File: src/rtl/pipe_hazard_ctrl_pkg.sv
// Shared types and constants for the pipeline stall/flush sequencer.
// Latency: n/a (types and constants only).
// Backpressure: n/a.
package pipe_hazard_ctrl_pkg;

   localparam int REG_ADDR_W = 5;

   // Mul/div sequencing state: IDLE waits for a mul/div in EXE, BUSY holds the front end
   typedef enum logic {
      ST_IDLE = 1'b0,
      ST_BUSY = 1'b1
   } md_state_e;

   // Instruction word loaded into a flushed pipeline register
   localparam logic [31:0] BUBBLE_INSTR = 32'h0000_0000;

   // Bundle of per-stage controls driven every cycle
   typedef struct packed {
      logic md_go;
      logic pc_en;
      logic if_id_en;
      logic if_id_flush;
      logic id_exe_en;
      logic id_exe_flush;
      logic exe_mem_en;
      logic exe_mem_flush;
   } ctrl_t;

   // Free-running pipeline: everything advances, nothing squashed
   localparam ctrl_t CTRL_RUN = '{md_go: 1'b0, pc_en: 1'b1, if_id_en: 1'b1, if_id_flush: 1'b0,
                                  id_exe_en: 1'b1, id_exe_flush: 1'b0,
                                  exe_mem_en: 1'b1, exe_mem_flush: 1'b0};

   // Held in reset: nothing loads, every register is forced to a bubble
   localparam ctrl_t CTRL_RESET = '{md_go: 1'b0, pc_en: 1'b0, if_id_en: 1'b0, if_id_flush: 1'b1,
                                    id_exe_en: 1'b0, id_exe_flush: 1'b1,
                                    exe_mem_en: 1'b0, exe_mem_flush: 1'b1};

endpackage

File: src/rtl/pipe_hazard_ctrl_hazard_detect.sv
// Load-use hazard compare between the load in EXE and the sources of the ID instruction.
// Latency: purely combinational, same cycle.
// Backpressure: none; the result feeds the stall decision in the sequencer.
module pipe_hazard_ctrl_hazard_detect
   import pipe_hazard_ctrl_pkg::*;
#(
   parameter int ADDR_W = REG_ADDR_W
) (
   input  logic [ADDR_W-1:0] id_rs_i,
   input  logic [ADDR_W-1:0] id_rt_i,
   input  logic              id_uses_rs_i,
   input  logic              id_uses_rt_i,
   input  logic [ADDR_W-1:0] exe_dst_i,
   input  logic              exe_wen_i,
   input  logic              exe_is_load_i,
   output logic              load_use_o
);

   logic rs_hit;
   logic rt_hit;

   // Register 0 is hardwired, so a load targeting it never creates a dependency
   assign rs_hit     = id_uses_rs_i && (id_rs_i == exe_dst_i);
   assign rt_hit     = id_uses_rt_i && (id_rt_i == exe_dst_i);
   assign load_use_o = exe_is_load_i && exe_wen_i && (exe_dst_i != '0) && (rs_hit || rt_hit);

endmodule

File: src/rtl/pipe_hazard_ctrl.sv
// Stall/flush sequencer: load-use stall, branch squash, mul/div start/hold/release, debug counters.
// Latency: controls are combinational from state and inputs (same cycle); counters update next edge.
// Backpressure: holds PC, IF/ID and ID/EXE while a load-use or mul/div is outstanding.
module pipe_hazard_ctrl
   import pipe_hazard_ctrl_pkg::*;
#(
   parameter int ADDR_W        = REG_ADDR_W,
   parameter int CNT_W         = 32,
   parameter int MD_MAX_CYCLES = 64
) (
   input  logic              clk_i,
   input  logic              rst_ni,
   input  logic [ADDR_W-1:0] id_rs_i,
   input  logic [ADDR_W-1:0] id_rt_i,
   input  logic              id_uses_rs_i,
   input  logic              id_uses_rt_i,
   input  logic [ADDR_W-1:0] exe_dst_i,
   input  logic              exe_wen_i,
   input  logic              exe_is_load_i,
   input  logic              exe_is_md_i,
   input  logic              exe_br_taken_i,
   input  logic              md_done_i,
   output logic              md_go_o,
   output logic              pc_en_o,
   output logic              if_id_en_o,
   output logic              if_id_flush_o,
   output logic              id_exe_en_o,
   output logic              id_exe_flush_o,
   output logic              exe_mem_en_o,
   output logic              exe_mem_flush_o,
   output logic [CNT_W-1:0]  stall_cycles_o,
   output logic              md_timeout_o
);

   localparam int             WD_W    = $clog2(MD_MAX_CYCLES);
   localparam logic [WD_W-1:0] WD_LAST = WD_W'(MD_MAX_CYCLES - 1);

   md_state_e        state_q, state_d;
   logic [WD_W-1:0]  wd_q, wd_d;
   logic [CNT_W-1:0] stall_cycles_q, stall_cycles_d;
   logic             md_timeout_q, md_timeout_d;
   logic             load_use;
   ctrl_t            ctrl;

   pipe_hazard_ctrl_hazard_detect #(
      .ADDR_W (ADDR_W)
   ) u_hazard_detect (
      .id_rs_i       (id_rs_i),
      .id_rt_i       (id_rt_i),
      .id_uses_rs_i  (id_uses_rs_i),
      .id_uses_rt_i  (id_uses_rt_i),
      .exe_dst_i     (exe_dst_i),
      .exe_wen_i     (exe_wen_i),
      .exe_is_load_i (exe_is_load_i),
      .load_use_o    (load_use)
   );

   // Next state and stage controls; mul/div outranks branch, branch outranks load-use
   always_comb begin
      ctrl         = CTRL_RUN;
      state_d      = state_q;
      wd_d         = wd_q;
      md_timeout_d = md_timeout_q;
      if (!rst_ni) begin
         // Reset is asynchronous, so the controls must show bubbles without waiting for an edge
         ctrl = CTRL_RESET;
      end else begin
         case (state_q)
            ST_IDLE: begin
               if (exe_is_md_i) begin
                  ctrl.md_go         = 1'b1;
                  ctrl.pc_en         = 1'b0;
                  ctrl.if_id_en      = 1'b0;
                  ctrl.id_exe_en     = 1'b0;
                  ctrl.exe_mem_flush = 1'b1;
                  state_d            = ST_BUSY;
                  wd_d               = '0;
               end else if (exe_br_taken_i) begin
                  // Dependent instruction is squashed anyway, so no load-use stall is needed
                  ctrl.if_id_flush  = 1'b1;
                  ctrl.id_exe_flush = 1'b1;
               end else if (load_use) begin
                  ctrl.pc_en        = 1'b0;
                  ctrl.if_id_en     = 1'b0;
                  ctrl.id_exe_flush = 1'b1;
               end
            end
            ST_BUSY: begin
               if (md_done_i || (wd_q == WD_LAST)) begin
                  // Release: run controls let EXE/MEM capture the result (or whatever is there)
                  state_d = ST_IDLE;
                  wd_d    = '0;
                  if (!md_done_i) begin
                     md_timeout_d = 1'b1;
                  end
               end else begin
                  ctrl.pc_en         = 1'b0;
                  ctrl.if_id_en      = 1'b0;
                  ctrl.id_exe_en     = 1'b0;
                  ctrl.exe_mem_flush = 1'b1;
                  wd_d               = wd_q + 1'b1;
               end
            end
            default: begin
               state_d = ST_IDLE;
            end
         endcase
      end
   end

   // Saturating count of cycles in which the PC did not advance
   always_comb begin
      stall_cycles_d = stall_cycles_q;
      if (!ctrl.pc_en && !(&stall_cycles_q)) begin
         stall_cycles_d = stall_cycles_q + 1'b1;
      end
   end

   // State, watchdog and debug registers
   always_ff @(posedge clk_i or negedge rst_ni) begin
      if (!rst_ni) begin
         state_q        <= ST_IDLE;
         wd_q           <= '0;
         stall_cycles_q <= '0;
         md_timeout_q   <= 1'b0;
      end else begin
         state_q        <= state_d;
         wd_q           <= wd_d;
         stall_cycles_q <= stall_cycles_d;
         md_timeout_q   <= md_timeout_d;
      end
   end

   assign md_go_o         = ctrl.md_go;
   assign pc_en_o         = ctrl.pc_en;
   assign if_id_en_o      = ctrl.if_id_en;
   assign if_id_flush_o   = ctrl.if_id_flush;
   assign id_exe_en_o     = ctrl.id_exe_en;
   assign id_exe_flush_o  = ctrl.id_exe_flush;
   assign exe_mem_en_o    = ctrl.exe_mem_en;
   assign exe_mem_flush_o = ctrl.exe_mem_flush;
   assign stall_cycles_o  = stall_cycles_q;
   assign md_timeout_o    = md_timeout_q;

endmodule

File: config.mk
export PLATFORM = sky130hd
export DESIGN_NAME = pipe_hazard_ctrl
export DESIGN_NICKNAME = d
export VERILOG_FILES = /design/src/rtl/pipe_hazard_ctrl_pkg.sv /design/src/rtl/pipe_hazard_ctrl_hazard_detect.sv /design/src/rtl/pipe_hazard_ctrl.sv
export SDC_FILE = /design/constraint.sdc
export NUM_CORES = 1
export LEC_CHECK = 0
export CAP_MARGIN = 20
export CORE_ASPECT_RATIO = 2
export CORE_MARGIN = 2
export CORE_UTILIZATION = 42
export DETAILED_ROUTE_END_ITERATION = 12
export MAX_ROUTING_LAYER = met4
export PLACE_DENSITY = 0.86
export SYNTH_ARGS = -nofsm -noshare
export SYNTH_HDL_FRONTEND = slang
export SYNTH_SLANG_ARGS = --single-unit
File: constraint.sdc
create_clock -name clk_i -period 2 [get_ports clk_i]
set_input_delay 0.4 -clock clk_i [delete_from_list [all_inputs] [get_ports clk_i]]
set_output_delay 0.4 -clock clk_i [all_outputs]
set_load 0.005 [all_outputs]
## Yosys cells after proc, flatten, opt, wreduce, memory -nomap -nowiden

Cells that the tools add are included.

- Equality and inequality tests: 4
- Reduce and logical (&&, ||, !) cells: 14
- Add/sub/neg operators: 2
- Bitwise operators: 2
- Multiplexer cells: 25

Operators with widths:

| kind | count |
|---|---|
| 32-bit by 1-bit adder with 32-bit output (second input constant) | 1 |
| 32-bit AND reduction | 1 |
| 6-bit 2-to-1 mux | 3 |
| 1-bit 2-to-1 mux | 14 |
| 6-bit one-hot mux with 2 select lines | 1 |
| 5-bit == test | 2 |
| 2-bit 2-to-1 mux | 4 |
| 6-bit by 1-bit adder with 6-bit output (second input constant) | 1 |
| 6-bit == test (second input constant) | 1 |
| 1-bit logical AND | 6 |
| 5-bit nonzero test | 1 |
| 1-bit one-hot mux with 2 select lines | 2 |
| 2-bit one-hot mux with 2 select lines | 1 |
| 4-bit AND reduction | 1 |
| 1-bit logical NOT | 2 |
| 1-bit logical OR | 2 |
| 2-bit inequality test (second input constant) | 1 |
| 1-bit NOT | 2 |
| 2-bit AND reduction | 1 |

- Register bits: 40
- Output and inout bits: 41
- Input port bits: 24

## Logic depth before layout (Yosys ltp)

Gate-level depths: netlist (run 1).

- Depth after elaboration: 11
- Mapped depth: 9
- Depth with buffers taken out: 8

## Modules after synthesis

A second synthesis (run 1) with hierarchy kept.

- Cells, all modules: 236
- Area total of the unflattened synthesis: 2244.7 um2

By module, submodules not included:

| module | area each (um2) | instances | cells each |
|---|---|---|---|
| pipe_hazard_ctrl | 2109.5 | 1 | 219 |
| pipe_hazard_ctrl_hazard_detect | 135.1 | 1 | 17 |

## Least setup slack after synthesis (run 1)

Ideal clock, no wire load.

- Path type: register to register
- From: register stall_cycles_q[0], in the netlist stall_cycles_o[0]
- To: register stall_cycles_q[3], in the netlist stall_cycles_o[3]
- Path buffers: 2
- Data required time: 1875 ps
- Path slack: -86 ps
- Library setup time: 125 ps
- Arrival: 1961 ps
- Clock period less this slack: 2086 ps
- Stages on the path, launching flop included: 10
- Path through: dfrtp_1 -> ha_1 -> and4_1 -> and3_4 -> and4_1 -> buf_6 -> a31oi_4 -> buf_6 -> nand4_1 -> xnor2_1

- Longest elaborated chain between the ends: 3

Ends and longest elaborated chain:

| item | line | RTL |
|---|---|---|
| from (decl) | pipe_hazard_ctrl.sv:40 | `logic [CNT_W-1:0] stall_cycles_q, stall_cycles_d;` |
| from (signal assigned) | pipe_hazard_ctrl.sv:129 | `stall_cycles_q <= stall_cycles_d;` |
| parallel branches: the longest is 3 deep, another holds 32-bit by 1-bit adder with 32-bit output | -- |  |

Several ways; the timed one is not identified.
A chain may end at the register's enable or synchronous reset.

## Final worst setup path (run 1)

- From: register stall_cycles_q[14], in the netlist stall_cycles_o[14]
- To: register stall_cycles_q[1], in the netlist stall_cycles_o[1]

- Longest elaborated chain between the ends: 3

Ends and longest elaborated chain:

| item | line | RTL |
|---|---|---|
| 32-bit AND reduction | pipe_hazard_ctrl.sv:114 | `if (!ctrl.pc_en && !(&stall_cycles_q)) begin` |
| 1-bit logical NOT | pipe_hazard_ctrl.sv:114 |  |
| 1-bit logical AND | pipe_hazard_ctrl.sv:114 |  |

No other way between the ends.

==> results of run 1 <==
cell type report:
cell class / instances / area (um^2)
clock buffer: 6 / 72.6
clock inverter: 2 / 35.0
fill: 346 / 1350
inverter: 5 / 18.8
multi-input combinational: 147 / 1240
sequential: 40 / 1000
tap: 57 / 71.3
timing repair buffer: 119 / 1080
flip-flops by register name (all words and copies together) (netlist names):
signal	cells
stall_cycles_o	32
md_timeout_o	1
state_q	1
wd_q	6
power groups by stage:
stage | clock network (mW) | logic (mW) | registers [mW]
after floorplan | 0 | 0.233 | 1.01
after global placement | 0 | 0.673 | 0.972
after detailed placement | 0 | 0.685 | 0.982
after CTS | 0.664 | 0.747 | 0.970
after global routing | 0.693 | 0.826 | 0.979
final | 0.641 | 0.761 | 0.971
timing repair:
action                                  CTS  global route
gates cloned                              2             0
pin swaps                                43            21
resized for setup                        75            25
setup buffers                             7             3
endpoints found under the setup margin   39            37
synth_stat cells, drive strengths merged:
| cell type | number | share of area (%) |
|---|---|---|
| a31oi | 2 | 2.0 |
| o41ai | 2 | 0.83 |
| xnor2 | 40 | 17 |
| o22ai | 1 | 0.30 |
| a221oi | 1 | 0.71 |
| nand4 | 14 | 4.5 |
| and3 | 11 | 3.5 |
| and2b | 3 | 1.1 |
| nand2 | 15 | 2.7 |
| nand3 | 21 | 5.0 |
| o311a | 1 | 1.0 |
| ha | 2 | 1.2 |
| o21ai | 8 | 1.9 |
| nor3 | 1 | 0.24 |
| o31ai | 2 | 0.71 |
| clkbuf | 1 | 0.18 |
| and4 | 4 | 1.7 |
| a31o | 1 | 0.42 |
| dfrtp | 40 | 47 |
| a21oi | 1 | 0.24 |
| or3 | 1 | 0.30 |
| or2 | 1 | 0.30 |
| buf | 6 | 2.8 |
| xor2 | 1 | 0.42 |
| inv | 5 | 0.89 |
| mux2 | 1 | 0.53 |
| nand2b | 2 | 0.59 |
| nor2 | 11 | 2.0 |
worst max path at each step:
| stage | start | end | depth (start not counted) |
|---|---|---|---|
| finish | stall_cycles_o[14] | stall_cycles_o[1] | 8 |
| detailed placement | exe_dst_i[1] | pc_en_o | 5 |
| floorplan | stall_cycles_o[0] | stall_cycles_o[3] | 9 |
| CTS | exe_dst_i[2] | stall_cycles_o[1] | 10 |
| global route | stall_cycles_o[14] | stall_cycles_o[1] | 8 |
| global placement | exe_dst_i[1] | if_id_en_o | 5 |
logic make-up (layout without fill, tap and decap cells):
group | after synthesis | count (layout) | synth area share, %
mux | 1 | 1 | 0.534
buf+inv | 12 | 132 | 3.92
compound gates | 19 | 19 | 8.13
fa+ha+maj | 2 | 2 | 1.19
simple gates | 84 | 84 | 21.7
xor+xnor | 41 | 41 | 17.0
flops | 40 | 40 | 47.5
per-layer routing:
layer  wire length (um)  vias up  track usage, %
li1                   -      939               -
met1               2150      958            22.8
met2               3340       57            39.7
met3                255       10            2.73
met4                159        0            9.64
met5                  0        -               -
worst reg2reg max path, stage by stage, from the launching register on:
cell                      delay [ns]
sky130_fd_sc_hd__dfrtp_1        0.39
sky130_fd_sc_hd__and3_1         0.26
sky130_fd_sc_hd__and3_1         0.22
sky130_fd_sc_hd__nand3_1        0.21
sky130_fd_sc_hd__nor2_2         0.25
sky130_fd_sc_hd__a31oi_4        0.12
sky130_fd_sc_hd__buf_12         0.16
sky130_fd_sc_hd__buf_12         0.14
sky130_fd_sc_hd__mux2_4         0.29
per-stage QoR:
step	total power [mW]	util, %	cells
final	2.37	72.3	376
after global routing	2.50	72.3	376
after CTS	2.38	69.9	373
after detailed placement	1.67	63.9	356
after global placement	1.65	63.9	356
after floorplan	1.24	-	199
==> PnR_summary.wiki, run 1 <==
{| class="wikitable"
! Metric !! Value
|-
| Result of the run || complete, but fails checks
|-
| Pin count of the biggest net entering global routing || 24
|-
| Clock buffer count from CTS || 5
|-
| Max-cap violations || 0
|-
| Sequential area share after synthesis || 47.5%
|-
| Total I/O pin count || between 60 and 70
|-
| Vias in the first global route || 2,051
|-
| Slowest cell delay on critical path || about 0.4 ns
|-
| Highest-delay cell along the critical path || sky130_fd_sc_hd__dfrtp_1
|-
| Maximum clock frequency || between 400 and 500 MHz
|-
| Clock network fraction of total power || between 20% and 30%
|-
| Fin nets || roughly 340
|-
| Distinct cell type count of the synthesized netlist || 32
|-
| Count of antenna-violating nets left after detailed routing || 0
|-
| Crit path arrival time || ~2.3 ns
|-
| Post-Synthesis Cells || between 150 and 200
|-
| Number of iterations in the first detailed-routing pass || 4
|-
| Fraction of power consumed by sequential logic || between 40% and 50%
|-
| Min setup slack post-route || -0.138 ns
|-
| Minimum period implied by the final worst setup slack || ~2.1 ns
|-
| Clock-pin slew on the worst setup and hold paths || approximately 0.080 ns
|-
| Area after detailed placement || 0.00311 mm^2
|-
| Transition at the pin with the smallest max-transition slack || around 0.35 ns
|-
| Unrepaired setup endpoints after global routing || yes
|-
| Ratio of final minimum period to clock period || 107%
|-
| Most common cell after layout, fill and taps aside || sky130_fd_sc_hd__buf_4
|-
| Fin Clk Skew || 0.00585 ns
|-
| Chip height || between 100 and 150 um
|-
| Overall overflow remaining after global route || 0
|-
| CP Max Fanout || 7
|-
| Clock latency of the later-clocked register in the worst-skew pair || around 0.29 ns
|-
| Clock tree from TritonCTS || yes
|-
| Total routing resource utilization after global routing || about 22%
|-
| Worst VDD drop || 0.000712 V
|-
| Required time of the critical path || around 2.2 ns
|-
| Wire length of the first global-routing pass || a little over 9000 um
|-
| Max_slew headroom || about three quarters
|-
| Setup_tns || -1.05 ns
|-
| Category of the most critical setup path || flip-flop to flip-flop
|-
| Die area || between 0.005 and 0.006 mm^2
|-
| Buffering stage count on the worst path with inverters included || 2
|-
| Leakage power summed over all cells || between 1.5 and 2 nW
|-
| Layout cells sized above 1 || between 30% and 40%
|-
| Mapped Area || 0.00211 mm^2
|-
| Cell at the root of the clock tree || sky130_fd_sc_hd__clkbuf_8
|-
| Kind of end point of the critical path || flip-flop
|-
| HPWL Detailed || 4010 um
|-
| Number of synthesis warnings || 0
|-
| Antenna fix cells || 0
|-
| Slew Viols, Final || 0
|-
| Maximum number of buffers from clock root to sink || 2
|-
| Power per cell area || 675 mW/mm^2
|-
| Count of input and output buffers || 64
|-
| Commonest non-fill, non-tap cells in the layout || sky130_fd_sc_hd__buf_4, sky130_fd_sc_hd__clkdlybuf4s50_1, sky130_fd_sc_hd__dfrtp_1
|-
| Terminus of the critical flop-to-flop path || stall_cycles_o[1]
|-
| Cts-stage hold buffer count || 0
|-
| Element type at the critical path start || flip-flop
|-
| Cell-internal power || approximately 1.7 mW
|-
| DR vias || about 2,000
|-
| FF-to-FF Start || stall_cycles_o[14]
|-
| Cell chain of the critical path || and3_1, and3_1, nand3_1, nor2_2, a31oi_4, buf_12, buf_12, mux2_4
|-
| Critical path's top delay family || simple AND/OR/NAND/NOR gates
|-
| Level count of the clock H-tree || 2
|-
| Reg2reg setup slack || -0.14 ns
|-
| Layout area overhead || 66.8%
|-
| Initial DRC count || 37
|-
| Starting Density || roughly 43%
|-
| HP Class || input pin to asynchronous set/reset pin
|-
| Reg2Reg Depth || 8
|-
| Vias per cell || between 5 and 6
|-
| Initial antenna violation count || 0
|-
| Post-Route Hold Slack || approximately 0.11 ns
|-
| DRC violations left || 0
|-
| Total Routed Length || ~6000 um
|-
| Number of synthesized register bits || 40
|-
| Net Count, Synth || approximately 230
|-
| Switching share of total power || between 20% and 30%
|-
| Logic pwr share || approximately a third
|-
| Total clock sinks || 40
|-
| Final setup violating endpoints || 26
|-
| Pre-CTS setup slack || -0.735 ns
|-
| Cell area after layout || about 0.0035 mm^2
|-
| Chip width || about 54 um
|-
| Final hold violation count || 0
|-
| Post-detailed-route wirelength per cell || ~16 um
|-
| Violations in the final reports || setup timing
|-
| Site row count || 36
|-
| Avg Synthesized Cell Area || about 11 um^2
|-
| Switching component of the power || roughly 0.64 mW
|-
| GP Congestion || between 0.8 and 0.9
|-
| Core footprint || roughly 0.005 mm^2
|}
Note: power is estimated with default switching activity, not from simulation.
==> inputs of run 2 (changes only) <==
GPL_TIMING_DRIVEN = 0   (was unset)
==> run 2 against run 1 <==
The run still ends with setup timing left. Maximum frequency decreased by 2.5%. Worst setup slack got worse by 0.055 ns. Clock power down 12%. Cell area decreased by 0.64%. Total power decreased by 1.2%. Die area unchanged. Clock skew decreased by 0.0011 ns. Combinational power up 0.7%. Count of clock-buffer cells in the layout up 1. Hold slack lost 0.081 ns. Global-route usage increased by 0.97 points. First-iteration DRC count up 2.7%.
==> PnR_summary.wiki, run 2 (same netlist as run 1, synthesis figures left out) <==
{| class="wikitable"
! Metric !! Value
|-
| DR vias || 1,925 (-2.0%)
|-
| Clock-pin slew on the worst setup and hold paths || 0.07 ns (about the same)
|-
| Cell chain of the critical path || ha_4, nand3_4, o21ai_4, nand3_4, a31oi_4, buf_6, buf_6, buf_6
|-
| Most repeated library cell on the critical path || sky130_fd_sc_hd__buf_6
|-
| Violations in the final reports || setup timing
|-
| Final setup violating endpoints || 32 (+23%)
|-
| Wire length of the first global-routing pass || 9420 um (+3.3%)
|-
| Minimum period implied by the final worst setup slack || 2.19 ns (+0.0554 ns)
|-
| Highest-delay cell along the critical path || sky130_fd_sc_hd__dfrtp_1
|-
| Element type at the critical path start || flip-flop
|-
| Final hold violation count || 0 (unchanged)
|-
| Core footprint || 0.00486 mm^2 (unchanged)
|-
| Ratio of final minimum period to clock period || 110% (+2.8 points)
|-
| Starting Density || 43.3% (unchanged)
|-
| CP Max Fanout || 3 (-4)
|-
| Die area || 0.00564 mm^2 (unchanged)
|-
| Initial DRC count || 38 (+2.7%)
|-
| Layout area overhead || 65.8%
|-
| Initial antenna violation count || 0 (unchanged)
|-
| Transition at the pin with the smallest max-transition slack || 0.916 ns (+0.562 ns)
|-
| Clock latency of the later-clocked register in the worst-skew pair || 0.28 ns (about the same)
|-
| Unrepaired setup endpoints after global routing || yes
|-
| Power per cell area || 671 mW/mm^2 (-0.55%)
|-
| Area after detailed placement || 0.00285 mm^2 (-8.3%)
|-
| Max-cap violations || 0 (unchanged)
|-
| Post-Route Hold Slack || 0.0325 ns (-0.0812 ns)
|-
| Cell at the root of the clock tree || sky130_fd_sc_hd__clkbuf_8
|-
| Vias per cell || 5.42 (+3.8%)
|-
| Maximum number of buffers from clock root to sink || 2 (unchanged)
|-
| Count of input and output buffers || 64 (unchanged)
|-
| Number of iterations in the first detailed-routing pass || 4 (unchanged)
|-
| Commonest non-fill, non-tap cells in the layout || sky130_fd_sc_hd__clkdlybuf4s50_1, sky130_fd_sc_hd__dfrtp_1, sky130_fd_sc_hd__xnor2_1
|-
| Crit path arrival time || 1.79 ns (-0.53 ns)
|-
| Fill cell total of the finished layout || 330 (-4.6%)
|-
| Total I/O pin count || 65 (unchanged)
|-
| Post-detailed-route wirelength per cell || 17.1 um (+8.7%)
|-
| HPWL Detailed || 3850 um (-3.8%)
|-
| Count of antenna-violating nets left after detailed routing || 0 (unchanged)
|-
| Non-filler instance count after layout || 355 (-5.6%)
|-
| Min setup slack post-route || -0.193 ns (-0.0554 ns)
|-
| Fin nets || 324 (-5.8%)
|-
| Fin Clk Skew || 0.00475 ns (-0.00110 ns)
|-
| Worst VDD drop || 0.000876 V (+23%)
|-
| Layout cells sized above 1 || 36.2% (+1.1 points)
|-
| Antenna fix cells || 0 (unchanged)
|-
| Cell area after layout || 0.00349 mm^2 (-0.64%)
|-
| Clock tree from TritonCTS || yes
|-
| Category of the most critical setup path || flip-flop to output port
|-
| Critical path's top delay family || flip-flops
|-
| Maximum clock frequency || 456 MHz (-2.5%)
|-
| Leakage power summed over all cells || 1.49 nW (-4.5%)
|-
| Total Routed Length || 6060 um (+2.7%)
|-
| Placed Instances || 321 (-9.8%)
|-
| Site row count || 36 (unchanged)
|-
| Total routing resource utilization after global routing || 23.2% (+0.97 points)
|-
| GP Congestion || 0.783 (-4.5%)
|-
| Level count of the clock H-tree || 2 (unchanged)
|-
| Kind of end point of the critical path || output port
|-
| Chip height || 104 um (unchanged)
|-
| Chip width || 54.1 um (unchanged)
|-
| Max_slew headroom || 38.8% (-38 points)
|-
| Clock buffer count from CTS || 5 (unchanged)
|-
| Required time of the critical path || 1.60 ns (-0.58 ns)
|-
| Vias in the first global route || 2,048 (-0.15%)
|-
| Slew Viols, Final || 0 (unchanged)
|-
| Buffering stage count on the worst path with inverters included || 3 (+1)
|-
| Number of flip-flops in the largest register || 32 (unchanged)
|-
| Result of the run || complete, but fails checks
|-
| Overall overflow remaining after global route || 0 (unchanged)
|-
| Total clock sinks || 40 (unchanged)
|-
| Slowest cell delay on critical path || 0.40 ns (about the same)
|-
| DRC violations left || 0 (unchanged)
|-
| Pin count of the biggest net entering global routing || 27 (+13%)
|-
| HP Class || input pin to asynchronous set/reset pin
|-
| Most common cell after layout, fill and taps aside || sky130_fd_sc_hd__clkdlybuf4s50_1
|}
## run 2: power breakdown
group	leakage, nW	internal (mW)	switching, mW	total, mW
clock	0.0503	0.307	0.260	0.567
sequential	0.532	0.897	0.116	1.01
combinational	0.904	0.476	0.290	0.766
total	1.49	1.68	0.666	2.35
## run 2: layout make-up
class / instances / area [um^2] / share of cell area [%]
plain buffers: 5 / 56.3 / 1.61
clock buffers: 7 / 96.3 / 2.76
inverters: 5 / 21.3 / 0.609
multi-input cells: 147 / 1330 / 37.9
flip-flops and latches: 40 / 1010 / 28.8
well taps: 57 / 71.3 / 2.04
repair buffers: 94 / 918 / 26.3
## run 2: per-stage QoR
stage          util, %  setup slack, ns  setup TNS [ns]  power, mW
2_1_floorplan        -          -0.0177          -0.141       1.24
3_3_place_gp      58.1            -2.20         -107.15       1.53
3_5_place_dp      58.6           -0.894          -23.31       1.55
4_1_cts           68.5           -0.150           -3.23       2.30
5_1_grt           71.8           -0.248           -6.06       2.46
6_report          71.8           -0.193           -3.29       2.35
## run 2: worst reg2reg max path: cells and delay by family, from the launching register on
family,cells,cell delay [ns]
AND/OR/NAND/NOR,4,0.73
buffers and inverters,2,0.27
flip-flops,1,0.43
XOR/XNOR,1,0.15
adder cells (fa/ha/maj),1,0.17
AO/OA/AOI/OAI,1,0.29
## run 2: final timing paths
path | startpoint | endpoint | slack, ns | cells after the start
hold reg to reg | md_timeout_o | md_timeout_o | 0.48 | 2
max in group asynchronous | rst_ni | stall_cycles_o[0] | 0.58 | 2
min in group clk_i | md_timeout_o | md_timeout_o | 0.48 | 2
setup reg to reg | stall_cycles_o[0] | stall_cycles_o[11] | -0.15 | 9
hold / removal | rst_ni | state_q | 0.03 | 2
setup / recovery | wd_q[0] | pc_en_o | -0.19 | 8
## run 2: timing repair
action                     CTS  global route
hold buffers                 1             0
gates resized for setup    100            42
gates cloned                 3             0
hold endpoints to repair    20             0
setup endpoints to repair   39            39
pin swaps                   49            26
buffers inserted            20             7
## run 2: routing by layer
layer | global-route usage (%) | vias to the layer above | routed length [um]
met4 | 8.39 | 0 | 102
li1 | - | 902 | -
met3 | 3.30 | 8 | 279
met1 | 22.7 | 948 | 2060
met5 | - | - | 0
met2 | 43.0 | 67 | 3620
